[src/rtl/mc_controller_hs.sv]
// Multi-cycle control unit: ARM condition codes, mem request/ready handshake, ALU op decode.
// Optional memory wait timeout compiled in with MC_CTRL_TIMEOUT_EN.
module mc_controller_hs #(
  parameter int IW       = 32,
  parameter int FUNC_W   = 3,
  parameter int WAIT_W   = 4,
  parameter int MAX_WAIT = 15
) (
  input  logic              clk,
  input  logic              rst,
  input  logic [IW-1:0]     inst,
  input  logic [FUNC_W-1:0] func,
  input  logic              z,
  input  logic              c,
  input  logic              n,
  input  logic              v,
  input  logic              mem_ready,
  output logic              mem_req,
  output logic              mem_write,
  output logic              lord,
  output logic              ir_write,
  output logic              pc_write,
  output logic              pcsrc,
  output logic              link,
  output logic              data_to_mem,
  output logic              reg_write,
  output logic              alusrca,
  output logic              ldz,
  output logic              ldc,
  output logic              ldn,
  output logic              ldv,
  output logic [1:0]        alusrcb,
  output logic [1:0]        reg_data,
  output logic [FUNC_W-1:0] alu_operation,
  output logic              illegal,
  output logic              fault
);

  localparam logic [3:0] S_IDLE = 4'd0,  S_IF   = 4'd1,  S_ID    = 4'd2,  S_EX = 4'd3;
  localparam logic [3:0] S_WB   = 4'd4,  S_BR   = 4'd5,  S_LNK   = 4'd6,  S_ADDR = 4'd7;
  localparam logic [3:0] S_ST   = 4'd8,  S_LD   = 4'd9,  S_LDWB  = 4'd10, S_FAULT = 4'd11;

  localparam logic [1:0] ALU_ADD = 2'd0, ALU_SUB = 2'd1, ALU_FUNC = 2'd2;

  if (IW < 32 || FUNC_W < 3 || MAX_WAIT > (2**WAIT_W) - 1) begin : g_bad_cfg
    $error("mc_controller_hs: illegal parameter combination");
  end

  logic [3:0] state_reg, state_next;
  logic [1:0] alu_sel;

  logic [3:0] cond;
  logic [2:0] opc;
  logic       l_bit, i_bit, s_bit;
  logic       unused_inst_bits;

  assign cond  = inst[IW-1:IW-4];
  assign opc   = inst[IW-5:IW-7];
  assign l_bit = inst[IW-8];
  assign i_bit = inst[IW-9];
  assign s_bit = inst[IW-12];
  assign unused_inst_bits = ^{inst[IW-10:IW-11], inst[IW-13:0]};

  logic cond_pass, opc_legal, fn_wb, fn_full_flags, timeout;

  always_comb begin
    cond_pass = 1'b0;
    case (cond)
      4'd0:  cond_pass = z;
      4'd1:  cond_pass = !z;
      4'd2:  cond_pass = c;
      4'd3:  cond_pass = !c;
      4'd4:  cond_pass = n;
      4'd5:  cond_pass = !n;
      4'd6:  cond_pass = v;
      4'd7:  cond_pass = !v;
      4'd8:  cond_pass = c && !z;
      4'd9:  cond_pass = !c || z;
      4'd10: cond_pass = (n == v);
      4'd11: cond_pass = (n != v);
      4'd12: cond_pass = !z && (n == v);
      4'd13: cond_pass = z || (n != v);
      4'd14: cond_pass = 1'b1;
      default: cond_pass = 1'b0;
    endcase
  end

  assign opc_legal     = (opc == 3'b000) || (opc == 3'b010) || (opc == 3'b101);
  assign fn_wb         = !((func == FUNC_W'(5)) || (func == FUNC_W'(6)));
  assign fn_full_flags = (func == FUNC_W'(0)) || (func == FUNC_W'(1)) ||
                         (func == FUNC_W'(2)) || (func == FUNC_W'(6));

`ifdef MC_CTRL_TIMEOUT_EN
  logic [WAIT_W-1:0] wait_reg;
  logic              in_wait;

  assign in_wait = (state_reg == S_IF) || (state_reg == S_ST) || (state_reg == S_LD);
  assign timeout = in_wait && !mem_ready && (wait_reg == WAIT_W'(MAX_WAIT));

  // Counter is zero whenever an access starts: any ready cycle or non-wait state clears it.
  always_ff @(posedge clk or negedge rst) begin
    if (!rst)                       wait_reg <= '0;
    else if (in_wait && !mem_ready) wait_reg <= wait_reg + 1'b1;
    else                            wait_reg <= '0;
  end
`else
  assign timeout = 1'b0;
`endif

  always_ff @(posedge clk or negedge rst) begin
    if (!rst) state_reg <= S_IDLE;
    else      state_reg <= state_next;
  end

  always_comb begin
    state_next = state_reg;
    case (state_reg)
      S_IDLE: state_next = S_IF;
      S_IF:   if (mem_ready) state_next = S_ID;
              else if (timeout) state_next = S_FAULT;
      S_ID: begin
        if (!opc_legal || !cond_pass) state_next = S_IF;
        else if (opc == 3'b000)      state_next = S_EX;
        else if (opc == 3'b010)      state_next = S_ADDR;
        else                         state_next = S_BR;
      end
      S_EX:   state_next = fn_wb ? S_WB : S_IF;
      S_WB:   state_next = S_IF;
      S_BR:   state_next = l_bit ? S_LNK : S_IF;
      S_LNK:  state_next = S_IF;
      S_ADDR: state_next = s_bit ? S_ST : S_LD;
      S_ST:   if (mem_ready) state_next = S_IF;
              else if (timeout) state_next = S_FAULT;
      S_LD:   if (mem_ready) state_next = S_LDWB;
              else if (timeout) state_next = S_FAULT;
      S_LDWB: state_next = S_IF;
      S_FAULT: state_next = S_FAULT;
      default: state_next = S_IDLE;
    endcase
  end

  always_comb begin
    mem_req = 1'b0; mem_write = 1'b0; lord = 1'b0; ir_write = 1'b0;
    pc_write = 1'b0; pcsrc = 1'b0; link = 1'b0; data_to_mem = 1'b0;
    reg_write = 1'b0; alusrca = 1'b0;
    ldz = 1'b0; ldc = 1'b0; ldn = 1'b0; ldv = 1'b0;
    alusrcb = 2'b00; reg_data = 2'b00; alu_sel = ALU_ADD;
    illegal = 1'b0; fault = 1'b0;
    case (state_reg)
      S_IF: begin
        mem_req = 1'b1; alusrcb = 2'b01;
        ir_write = mem_ready; pc_write = mem_ready;
      end
      S_ID: begin
        alusrcb = 2'b10; illegal = !opc_legal;
      end
      S_EX: begin
        alusrca = 1'b1; alusrcb = i_bit ? 2'b10 : 2'b00; alu_sel = ALU_FUNC;
        ldz = 1'b1; ldn = 1'b1; ldc = fn_full_flags; ldv = fn_full_flags;
      end
      S_WB:   begin reg_write = 1'b1; reg_data = 2'b00; end
      S_BR:   begin pc_write = 1'b1; pcsrc = 1'b1; end
      S_LNK:  begin link = 1'b1; reg_data = 2'b10; reg_write = 1'b1; end
      S_ADDR: begin data_to_mem = 1'b1; alusrca = 1'b1; alusrcb = 2'b10; end
      S_ST:   begin mem_req = 1'b1; mem_write = 1'b1; lord = 1'b1; end
      S_LD:   begin mem_req = 1'b1; lord = 1'b1; end
      S_LDWB: begin reg_write = 1'b1; reg_data = 2'b01; end
`ifdef MC_CTRL_TIMEOUT_EN
      S_FAULT: fault = 1'b1;
`endif
      default: ;
    endcase
  end

  always_comb begin
    case (alu_sel)
      ALU_FUNC: alu_operation = func;
      ALU_SUB:  alu_operation = FUNC_W'(1);
      default:  alu_operation = '0;
    endcase
  end

endmodule

[config.mk]
export PLATFORM = sky130hd
export DESIGN_NAME = mc_controller_hs
export DESIGN_NICKNAME = d
export VERILOG_FILES = /design/src/rtl/mc_controller_hs.sv
export SDC_FILE = /design/constraint.sdc
export NUM_CORES = 1
export LEC_CHECK = 0
export CAP_MARGIN = 20
export CORE_MARGIN = 10
export CORE_UTILIZATION = 32
export DETAILED_ROUTE_END_ITERATION = 7
export PLACE_DENSITY_LB_ADDON = 0.12
export SLEW_MARGIN = 20
export SYNTH_ARGS = -nofsm -noshare
export SYNTH_HDL_FRONTEND = slang
export SYNTH_SLANG_ARGS = --single-unit
[constraint.sdc]
create_clock -name clk -period 2.2 [get_ports clk]
set_input_delay 0.44 -clock clk [delete_from_list [all_inputs] [get_ports clk]]
set_output_delay 0.44 -clock clk [all_outputs]
set_load 0.005 [all_outputs]
# Word-level counts from Yosys, hierarchy flattened
# Index checks and enable logic that the tools add are counted.
# word_totals
reg_bits,4
latchBits,0
mem_bits_rw,0
romBits,0
input_bits,42
output_inout_bits,23
wordCells,96
memories,0
# op_classes
addsub,0
n_mul,0
n_div,0
n_lt_le_gt_ge,0
n_eq_ne,38
n_shift,0
n_mux,29
bitwise,0
reduce_logical,28
# op_table
operator,n
$eq A4 B4 Y1 const B,11
$pmux W4 S9,1
$eq A4 B3 Y1 const B,8
$eq A4 B2 Y1 const B,4
$pmux W1 S15,1
$mux W1,13
$mux W3,4
$mux W4,3
$eq A3 B3 Y1 const B,3
$logic_or A1 B1 Y1,9
$eq A4 B1 Y1 const B,2
$logic_not A4 Y1,2
$eq A3 B2 Y1 const B,2
$logic_not A1 Y1,6
$logic_not A3 Y1,2
$mux W2,3
$ne A2 B2 Y1 const B,3
$pmux W2 S3,1
$pmux W3 S2,1
$reduce_or A2 Y1,3
$reduce_or A3 Y1,2
$pmux W2 S2,1
$reduce_or A4 Y1,1
$eq A3 B1 Y1 const B,1
other kinds (7),8

# Longest topological paths before layout
# Gate-level depths: netlist of run 1.
# logic_depth
word_depth,7
depth_mapped,6
ltp_nobuf,5

# Least setup slack after synthesis of run 1
# No wires, ideal clock.
# synth_timing
path_kind,reg-to-output
start,register state_reg[3]
end,output port ldv
arrival_ns,1.199
required_time_ns,1.760
setup_slack_ns,0.561
path_stages_with_launch,6
n_path_buf,2
path_cell_list,dfrtp_1 > buf_2 > nor2_1 > nand3_1 > a211oi_1 > buf_4
# synth_via
elab_chain_len,2
# synth_lines
item,line,rtl
from (decl),49,"logic [3:0] state_reg, state_next;"
from (signal assigned),112,else state_reg <= state_next;
$eq A4 B2 Y1,n/a,
$mux W1,n/a,
to (decl),31,"output logic ldv,"
# Every way passes these cells.

# Worst setup path in the final report of run 1
# layout_timing
start,register state_reg[2]
end,output port ir_write
# layout_via
elab_chain_len,2
# layout_lines
item,line,rtl
$eq A4 B1 Y1,149,case (state_reg)
$mux W1,149,
to (decl),21,"output logic ir_write,"
# Every way passes these cells.

==> reports/summary.txt, run 1 <==
status = completed
crit-path cells = buf_4, nor3_4, and2_4, clkdlybuf4s50_1
n_diodes = 0
clock latency on the worst-skew pair = 230 ps
Seq pwr share = 0.156
largest net degree at the start of global routing = 10
DRT Pass-1 Iters = 4
Max Cap Viol = 0
initial antenna violation count = 0
Setup WS pre-CTS = -101.0 ps
maximum fanout along the worst path = 7
Buffers on Ports = 41
total wire length = 2475 µm
crit path kind = reg -> out
sequential share of the synthesized area = 0.1465
nets@finish = 196
net load switching power = 427.2 µW
Final Hold Fails = 0
clk_skew = 4.682 ps
gr usage total = 0.09841
CTS tree = built
DR WL/cell = 13.83 µm
vias in the first global route = 802
crit-path leading delay family = buffers and inverters
setup total negative slack = 0 ps
Worst Path Buf+Inv = 2
synth top area cells = dfrtp_1, nand2_1, nor2_1
reg-to-reg startpoint = state_reg[2]$_DFFE_PN0P_
grt total ovfl = 0
critical path's largest stage delay = 490 ps
Clk pwr share = 0.084
CTS H-tree depth = 1
clock slew at reported path FFs = 40 ps
number of setup violations in the final report = 0
Longest Clk Path Bufs = 2
Clock Tree Root = clkbuf_4
Syn Nets = 142
Die X = 66.21 µm
Data required, critical path = 1760 ps
pwr dens = 818.5 nW/µm²
R2R cell count = 5
Critical-path top delay cell = clkdlybuf4s50_1
Finished Cell Area = 1280 µm²
Synth cell types = 39
worst vdd ir = 0.4489 mV
Fin Hold WS = 401.1 ps
share of the synthesized area in the top cell type = 0.1465
ratio of cells with drive above 1 in the final layout = 0.2763
sw frac = 0.4078
Seq cells post-synth = 4
die area = 4383 µm²
CP Launch Type = flop
DP Area = 1150 µm²
combinational fraction of design power = 0.759
final period utilization = 0.9737
Post-Syn Area = 683.2 µm²
YS warnings = 0
CP Capture Type = output port
height of the die = 66.21 µm
leakage power = 0.0005647 µW
Largest register FFs = 4
1st-iter DRT viols = 33
RD Place Congestion = 0.8389
antenna-violating nets left = 0
Area Growth Syn to Fin = 87.36%
r2r setup slk = 720 ps
Num CTS Buffers = 3
critical path depth in cells = 4
# fillers = 185
# DRC = 0
io pins = 65
Inst Count DP = 170
max-slew violation count = 0
CP endpoint = ir_write
commonest cells after routing, fill and taps aside = clkdlybuf4s50_1, buf_4, nand2_1
Cell Count, Final, Fillers Out = 179
Tmin final = 2142 ps
commonest non-fill, non-tap cell in the layout = clkdlybuf4s50_1
Core ar. = 2002 µm²
vias per std cell = 5.078
row cnt = 16
worst hold-check path type = in -> async
Initial Util = 0.3412
syn_area_per_cell = 6.832 µm²
Fmax achieved = 466.8 MHz
cell count after synthesis = 100
internal power = 620.5 µW
hpwl dp = 1898 µm
final worst setup slack = 57.78 ps
first-pass GRT wire length = 3532 µm
CP arrival = 1700 ps
clock sinks = 4
Synth area leader = dfrtp_1
crit path from = state_reg[2]$_DFFE_PN0P_
vias = 909
Reg2Reg Capture Point = state_reg[0]$_DFFE_PN0P_
routing by layer:
| layer | share of wire | vias to the layer above | GRT usage |
|---|---|---|---|
| li1 | - | 454 | - |
| met1 | 0.42 | 407 | 0.1237 |
| met2 | 0.44 | 46 | 0.1388 |
| met3 | 0.13 | 2 | 0.04746 |
| met4 | 0.0053 | 0 | 0.03927 |
| met5 | 0 | - | 0 |
synthesized netlist by cell type:
master,instances
or2_1,1
o21ai_0,4
buf_6,1
nor3b_1,1
o21ai_2,1
buf_2,3
nand3_1,1
nor4bb_1,2
inv_1,5
o22ai_1,1
dfrtp_1,4
conb_1,1
nand2b_1,5
a221oi_1,1
a21o_1,1
nor3b_2,1
and2_1,4
nor3_1,5
nor2b_1,3
a21oi_1,5
a311oi_2,1
o31ai_1,1
or2_2,1
nand2_1,13
clkbuf_1,1
o21ai_1,2
a211oi_1,2
a2bb2oi_2,1
buf_4,4
a22o_1,1
o32ai_1,1
o41ai_2,1
a22oi_1,1
nor2_1,13
xnor2_1,2
xor2_1,1
o32a_1,1
a41oi_1,1
o211a_1,2
logic make-up after synthesis:
logic type,count (synthesis),synth area share
AOI/OAI and AO/OA,28,0.3205
buffers and inverters,14,0.1154
and+or+nand+nor,50,0.3736
DFF,4,0.1465
other,1,0.005489
xor gates and xnor gates,3,0.03847
power groups by stage:
stage / Combinational (µW) / Sequential (µW) / Clock (µW)
3_5_place_dp: 676 / 151 / 0
3_3_place_gp: 669 / 152 / 0
6_report: 795 / 164 / 88.3
4_1_cts: 695 / 164 / 91.6
5_1_grt: 875 / 168 / 94.8
2_1_floorplan: 361 / 121 / 0
metrics by stage:
step	power, µW	util
floorplan	482.0	-
global placement	820.9	0.5744
detailed placement	826.7	0.5744
CTS	951.0	0.5981
global route	1137	0.6394
finish	1048	0.6394
final cells by class:
class / count / area [µm²] / area share
clock buffer: 3 / 22.52 / 0.01760
tap: 27 / 33.78 / 0.02639
inverter: 5 / 18.77 / 0.01466
timing repair buffer: 58 / 536.8 / 0.4194
multi-input combinational: 82 / 563.0 / 0.4399
sequential: 4 / 105.1 / 0.08211
what timing repair did:
item / in CTS / in global routing
hold buffers: 0 / 0
pin swaps: 1 / 2
gates resized for setup: 12 / 12
endpoints found under the setup margin: 10 / 8
endpoints found under the hold margin: 0 / 0
buffers inserted: 0 / 6
worst min-delay path by stage:
stage          depth (start not counted)                        to                     start
2_1_floorplan                          0  state_reg[0]$_DFFE_PN0P_                       rst
3_3_place_gp                           2  state_reg[1]$_DFFE_PN0P_  state_reg[0]$_DFFE_PN0P_
3_5_place_dp                           2  state_reg[1]$_DFFE_PN0P_  state_reg[0]$_DFFE_PN0P_
4_1_cts                                1  state_reg[0]$_DFFE_PN0P_                       rst
5_1_grt                                1  state_reg[0]$_DFFE_PN0P_                       rst
6_report                               1  state_reg[0]$_DFFE_PN0P_                       rst
Note: power is estimated with default switching activity, not from simulation.
==> inputs of run 2 (changes only) <==
Settings changed: RECOVER_POWER set to 50.
==> run 2 against run 1 <==
- fmax about the same
- largest cell class unchanged
- core utilization decreased by 0.12 points
- sequential power hardly changed
- largest power group unchanged
==> reports/summary.txt, run 2 (synthesis results as in run 1) <==
status = completed (unchanged)
DP Area = 1150 µm² (unchanged)
# DRC = 0 (unchanged)
max-slew violation count = 0 (unchanged)
clock latency on the worst-skew pair = 230 ps (about the same)
pwr dens = 818.2 nW/µm² (was 818.5 nW/µm²)
Cell Count, Final, Fillers Out = 179 (unchanged)
first-pass GRT wire length = 3532 µm (unchanged)
final period utilization = 0.9735 (was 0.9737)
CP Capture Type = output port (unchanged)
Area Growth Syn to Fin = 87.00% (was 87.36%)
CP Launch Type = flop (unchanged)
commonest non-fill, non-tap cell in the layout = clkdlybuf4s50_1 (unchanged)
CP arrival = 1700 ps (about the same)
vias per std cell = 5.078 (unchanged)
gr usage total = 0.09841 (unchanged)
1st-iter DRT viols = 33 (unchanged)
crit path kind = reg -> out (unchanged)
io pins = 65 (unchanged)
Tmin final = 2142 ps (about the same)
worst hold-check path type = in -> async (unchanged)
nets@finish = 196 (unchanged)
Clock Tree Root = clkbuf_4 (unchanged)
vias = 909 (unchanged)
RD Place Congestion = 0.8389 (unchanged)
Longest Clk Path Bufs = 2 (unchanged)
crit path from = state_reg[2]$_DFFE_PN0P_ (unchanged)
Core ar. = 2002 µm² (unchanged)
DR WL/cell = 13.80 µm (was 13.83 µm)
clock sinks = 4 (unchanged)
DRT Pass-1 Iters = 4 (unchanged)
initial antenna violation count = 0 (unchanged)
Num CTS Buffers = 3 (unchanged)
Fmax achieved = 466.9 MHz (was 466.8 MHz)
leakage power = 0.0005504 µW (was 0.0005647 µW)
Setup WS pre-CTS = -101.0 ps (unchanged)
reg-to-reg startpoint = state_reg[2]$_DFFE_PN0P_ (unchanged)
number of setup violations in the final report = 0 (unchanged)
ratio of cells with drive above 1 in the final layout = 0.2763 (unchanged)
final worst setup slack = 58.21 ps (was 57.78 ps)
largest net degree at the start of global routing = 10 (unchanged)
Largest register FFs = 4 (unchanged)
Finished Cell Area = 1277 µm² (was 1280 µm²)
row cnt = 16 (unchanged)
hpwl dp = 1898 µm (unchanged)
antenna-violating nets left = 0 (unchanged)
maximum fanout along the worst path = 7 (unchanged)
clk_skew = 5.033 ps (was 4.682 ps)
Data required, critical path = 1760 ps (about the same)
Final Hold Fails = 0 (unchanged)
vias in the first global route = 802 (unchanged)
n_diodes = 0 (unchanged)
die area = 4383 µm² (unchanged)
worst vdd ir = 0.4481 mV (was 0.4489 mV)
Inst Count DP = 170 (unchanged)
Initial Util = 0.3412 (unchanged)
Max Cap Viol = 0 (unchanged)
Buffers on Ports = 41 (unchanged)
total wire length = 2471 µm (was 2475 µm)
grt total ovfl = 0 (unchanged)
Die X = 66.21 µm (unchanged)
commonest cells after routing, fill and taps aside = clkdlybuf4s50_1, buf_4, nand2_1 (unchanged)
CTS H-tree depth = 1 (unchanged)
setup total negative slack = 0 ps (unchanged)
height of the die = 66.21 µm (unchanged)
CTS tree = built (unchanged)
clock slew at reported path FFs = 40 ps (about the same)
==> run 2: metal layers <==
layer	track usage	routed length (µm)	part of all wire	vias to the layer above
met5	0	0	0	-
li1	-	-	-	454
met4	0.03927	13	0.0053	0
met1	0.1237	1028	0.42	407
met2	0.1388	1096	0.44	46
met3	0.04746	332	0.13	2
==> run 2: worst max-delay path: stages (launching register included) <==
cell and delay [ps]:
dfrtp_2 460, buf_4 170, nor3_4 190, and2_4 160, clkdlybuf4s50_1 490
==> run 2: area by class of cell <==
type                    instances  area, µm²
fillers                       186      724.4
multi-input cells              82      563.0
repair buffers                 58      534.3
flip-flops and latches          4      105.1
well taps                      27      33.78
clock buffers                   3      22.52
inverters                       5      18.77
==> run 2: report_power, final <==
| part | switching, µW | internal, µW | total (µW) |
|---|---|---|---|
| Clock | 27.3 | 60.8 | 88.2 |
| Combinational | 342 | 451 | 793 |
| Sequential | 57.0 | 107 | 164 |
| Total | 427 | 619 | 1050 |
==> run 2: metrics by stage <==
step | util | hold WS [ps] | total power [µW]
finish | 0.6381 | 470.8 | 1045
global route | 0.6381 | 483.0 | 1135
CTS | 0.5981 | 401.6 | 951.0
detailed placement | 0.5744 | 606.3 | 826.7
global placement | 0.5744 | 608.9 | 820.9
floorplan | - | 144.4 | 482.0
==> run 2: what timing repair did <==
action                                  in CTS  in global routing
setup buffers                                0                  6
endpoints found under the setup margin      10                  8
hold buffers                                 0                  0
gates resized for setup                     12                 12
pin swaps                                    1                  2
==> run 2: worst paths after layout <==
path	end	slack, ps	cells after the start
worst max-delay path	ir_write	60	4
worst min-delay path	state_reg[0]$_DFFE_PN0P_	470	1
worst max register to register	state_reg[0]$_DFFE_PN0P_	710	5
worst min register to register	state_reg[1]$_DFFE_PN0P_	640	3
max in group asynchronous	state_reg[3]$_DFFE_PN0P_	1550	1
min in group clk	state_reg[1]$_DFFE_PN0P_	640	3
==> inputs of run 3 (changes only) <==
Settings changed: ABC_AREA set to 1, CAP_MARGIN 20 to 0.
==> run 3 against run 2 <==
- sequential share of layout area rose by 0.67 points
- largest power group unchanged
- final area fell by 9.7%
- critical path type unchanged
- highest routed layer is now met3
- critical path depth rose by 2
- synthesized cell count rose by 36%
- clock skew fell by 4.5 ps
- core utilization fell by 5.6 points
- power fell by 14%
- count of clock-buffer cells in the layout did not move
==> reports/summary.txt, run 3 <==
Buffers on Ports = 41 (unchanged)
CTS tree = built (unchanged)
commonest cells after routing, fill and taps aside = nand2_1, clkdlybuf4s50_1, nor2_1 (was clkdlybuf4s50_1, buf_4, nand2_1)
# DRC = 0 (unchanged)
crit-path cells = inv_2, nand2_2, nor2_2, nand2_1, nand2_1, clkdlybuf4s50_1 (was buf_4, nor3_4, and2_4, clkdlybuf4s50_1)
initial antenna violation count = 0 (unchanged)
crit-path leading delay family = buffers and inverters (unchanged)
total wire length = 2243 µm (was 2471 µm)
maximum fanout along the worst path = 5 (was 7)
sequential share of the synthesized area = 0.1476 (was 0.1465)
post-synthesis adder-cell area fraction = 0 (unchanged)
DRT Pass-1 Iters = 4 (unchanged)
hold buffer count at CTS = 0 (unchanged)
final period utilization = 0.9540 (was 0.9735)
post-synthesis mux area share = 0 (unchanged)
gr usage total = 0.09714 (was 0.09841)
Synth area leader = nand2_1 (was dfrtp_1)
crit path from = state_reg[0]$_DFFE_PN0P_ (was state_reg[2]$_DFFE_PN0P_)
R2R cell count = 7 (was 5)
worst hold-check path type = in -> async (unchanged)
CP arrival = 1660 ps (was 1700 ps)
clock slew at reported path FFs = 40 ps (about the same)
vias in the first global route = 871 (was 802)
reg-to-reg startpoint = state_reg[3]$_DFFE_PN0P_ (was state_reg[2]$_DFFE_PN0P_)
vias per std cell = 4.556 (was 5.078)
Core ar. = 1982 µm² (was 2002 µm²)
worst vdd ir = 0.5148 mV (was 0.4481 mV)
max-slew violation count = 0 (unchanged)
crit path kind = reg -> out (unchanged)
Fmax achieved = 476.4 MHz (was 466.9 MHz)
height of the die = 66.04 µm (was 66.21 µm)
grt total ovfl = 0 (unchanged)
# fillers = 197 (was 186)
Area Growth Syn to Fin = 70.11% (was 87.00%)
1st-iter DRT viols = 26 (was 33)
r2r setup slk = 870 ps (was 710 ps)
post-cts resize count = 4 (was 12)
RD Place Congestion = 0.8685 (was 0.8389)
Syn Nets = 178 (was 142)
antenna-violating nets left = 0 (unchanged)
Worst Path Buf+Inv = 2 (unchanged)
die area = 4361 µm² (was 4383 µm²)
n_diodes = 0 (unchanged)
number of flops mapped to enable cells by yosys = 0 (unchanged)
ratio of cells with drive above 1 in the final layout = 0.1278 (was 0.2763)
CP Launch Type = flop (unchanged)
Largest register FFs = 4 (unchanged)
Data required, critical path = 1760 ps (about the same)
leakage power = 0.0005983 µW (was 0.0005504 µW)
nets@finish = 224 (was 196)
pwr dens = 775.4 nW/µm² (was 818.2 nW/µm²)
async set or reset register ratio after synthesis = 1.000 (unchanged)
critical path's largest stage delay = 500 ps (was 490 ps)
RSZ-0062 raised after global routing = false
CTS H-tree depth = 1 (unchanged)
Post-Syn Area = 678.2 µm² (was 683.2 µm²)
Critical-path top delay cell = clkdlybuf4s50_1 (unchanged)
largest family of logic cells by synthesized area = simple AND/OR/NAND/NOR gates (unchanged)
Finished Cell Area = 1154 µm² (was 1277 µm²)
syn_area_per_cell = 4.986 µm² (was 6.832 µm²)
Post-CTS Setup Bufs = 0 (unchanged)
Tmin final = 2099 ps (was 2142 ps)
Synth Area in Simple Gates = 0.5480 (was 0.3736)
Synth cell types = 19 (was 39)
DP Area = 1122 µm² (was 1150 µm²)
number of setup violations in the final report = 0 (unchanged)
Final Hold Fails = 0 (unchanged)
DR WL/cell = 10.84 µm (was 13.80 µm)
top cells by count, synth = nand2_1, nor2_1, inv_1, nand3_1, a21oi_1 (was nand2_1, nor2_1)
Max Cap Viol = 0 (unchanged)
status = completed (unchanged)
largest net degree at the start of global routing = 8 (was 10)
Seq cells post-synth = 4 (unchanged)
Longest Clk Path Bufs = 2 (unchanged)
CP Capture Type = output port (unchanged)
most frequent cell after synthesis = nand2_1
first-pass GRT wire length = 3588 µm (was 3532 µm)
hpwl dp = 1951 µm (was 1898 µm)
Reg2Reg Capture Point = state_reg[0]$_DFFE_PN0P_ (unchanged)
Die X = 66.04 µm (was 66.21 µm)
Num CTS Buffers = 3 (unchanged)
YS warnings = 0 (unchanged)
io pins = 65 (unchanged)
XOR/XNOR share of the synthesized area = 0 (was 0.03846)
clock latency on the worst-skew pair = 230 ps (about the same)
Synth Area in Compound Gates = 0.1162 (was 0.3205)
share of the synthesized area in the top cell type = 0.1882 (was 0.1465)
row cnt = 16 (unchanged)
vias = 943 (was 909)
cell count after synthesis = 136 (was 100)
clk_skew = 0.5311 ps (was 5.033 ps)
fin util = 0.5821 (was 0.6381)
CP dominant cell by count = nand2_1
clock sinks = 4 (unchanged)
main flop type after synthesis = dfrtp_1 (unchanged)
Clock Tree Root = clkbuf_4 (unchanged)
Initial Util = 0.3422 (was 0.3412)
commonest non-fill, non-tap cell in the layout = nand2_1 (was clkdlybuf4s50_1)
synth top area cells = nand2_1, nor2_1, dfrtp_1 (was dfrtp_1, nand2_1, nor2_1)
[run 3: cell types whose count changed after synthesis, sizes merged, moves of 3 or more]
cell    change
buf         -5
nand2      +25
inv        +22
and2        -4
nor2b       -3
nand2b      -5
nand3       +8
nor2       +19
[run 3: power breakdown]
part | total [µW] | internal [µW] | switching, µW
sequential | 168 | 109 | 58.4
clock | 88.4 | 60.9 | 27.5
combinational | 638 | 323 | 316
[run 3: cells by family (layout without fill, tap and decap cells)]
family                 count (synthesis)  in the layout
DFF                                    4              4
and+or+nand+nor                       86             86
buffers and inverters                 30             74
other                                  1              1
AOI/OAI and AO/OA                     15             15
[run 3: worst max-delay path by stage]
stage / end / cells past startpoint
global route: pc_write / 5
finish: alusrcb[1] / 6
floorplan: ldv / 4
detailed placement: ldv / 6
CTS: pc_write / 4
global placement: ldc / 6
[run 3: metal layers]
metal  global-route usage  part of all wire  up-vias
li1                     -                 -      508
met1               0.1110              0.43      409
met2               0.1751              0.49       26
met3              0.02373             0.079        0
met4              0.02356                 0        0
met5                    0                 0        -
[run 3: worst reg2reg max path: stages (launching register included)]
cell and delay [ps]:
dfrtp_1 510, nor2_2 90, nand2_1 130, nor2_1 60, nor3_1 180, nand4_1 120, nand2_1 80, nand2_1 50
[run 3: stage by stage]
stage,std cells,TNS (ps),hold WS (ps),setup slack [ps],power (µW)
after detailed placement,204,-76.50,582.6,-37.59,802.9
after global routing,207,0,502.9,6.918,986.6
final,207,0,480.4,101.1,894.5
after CTS,207,0,411.0,19.27,894.4
after global placement,204,-46.99,572.5,-24.39,794.9
after floorplan,136,0,144.4,739.2,481.3
[run 3: cell type report]
type	instances	area, µm²	share of cell area
Sequential cell	4	102.6	0.08894
Tap cell	27	33.78	0.02928
Inverter	27	101.3	0.08785
Timing Repair Buffer	44	429.2	0.3720
Multi-Input combinational cell	102	464.2	0.4024
Clock buffer	3	22.52	0.01952
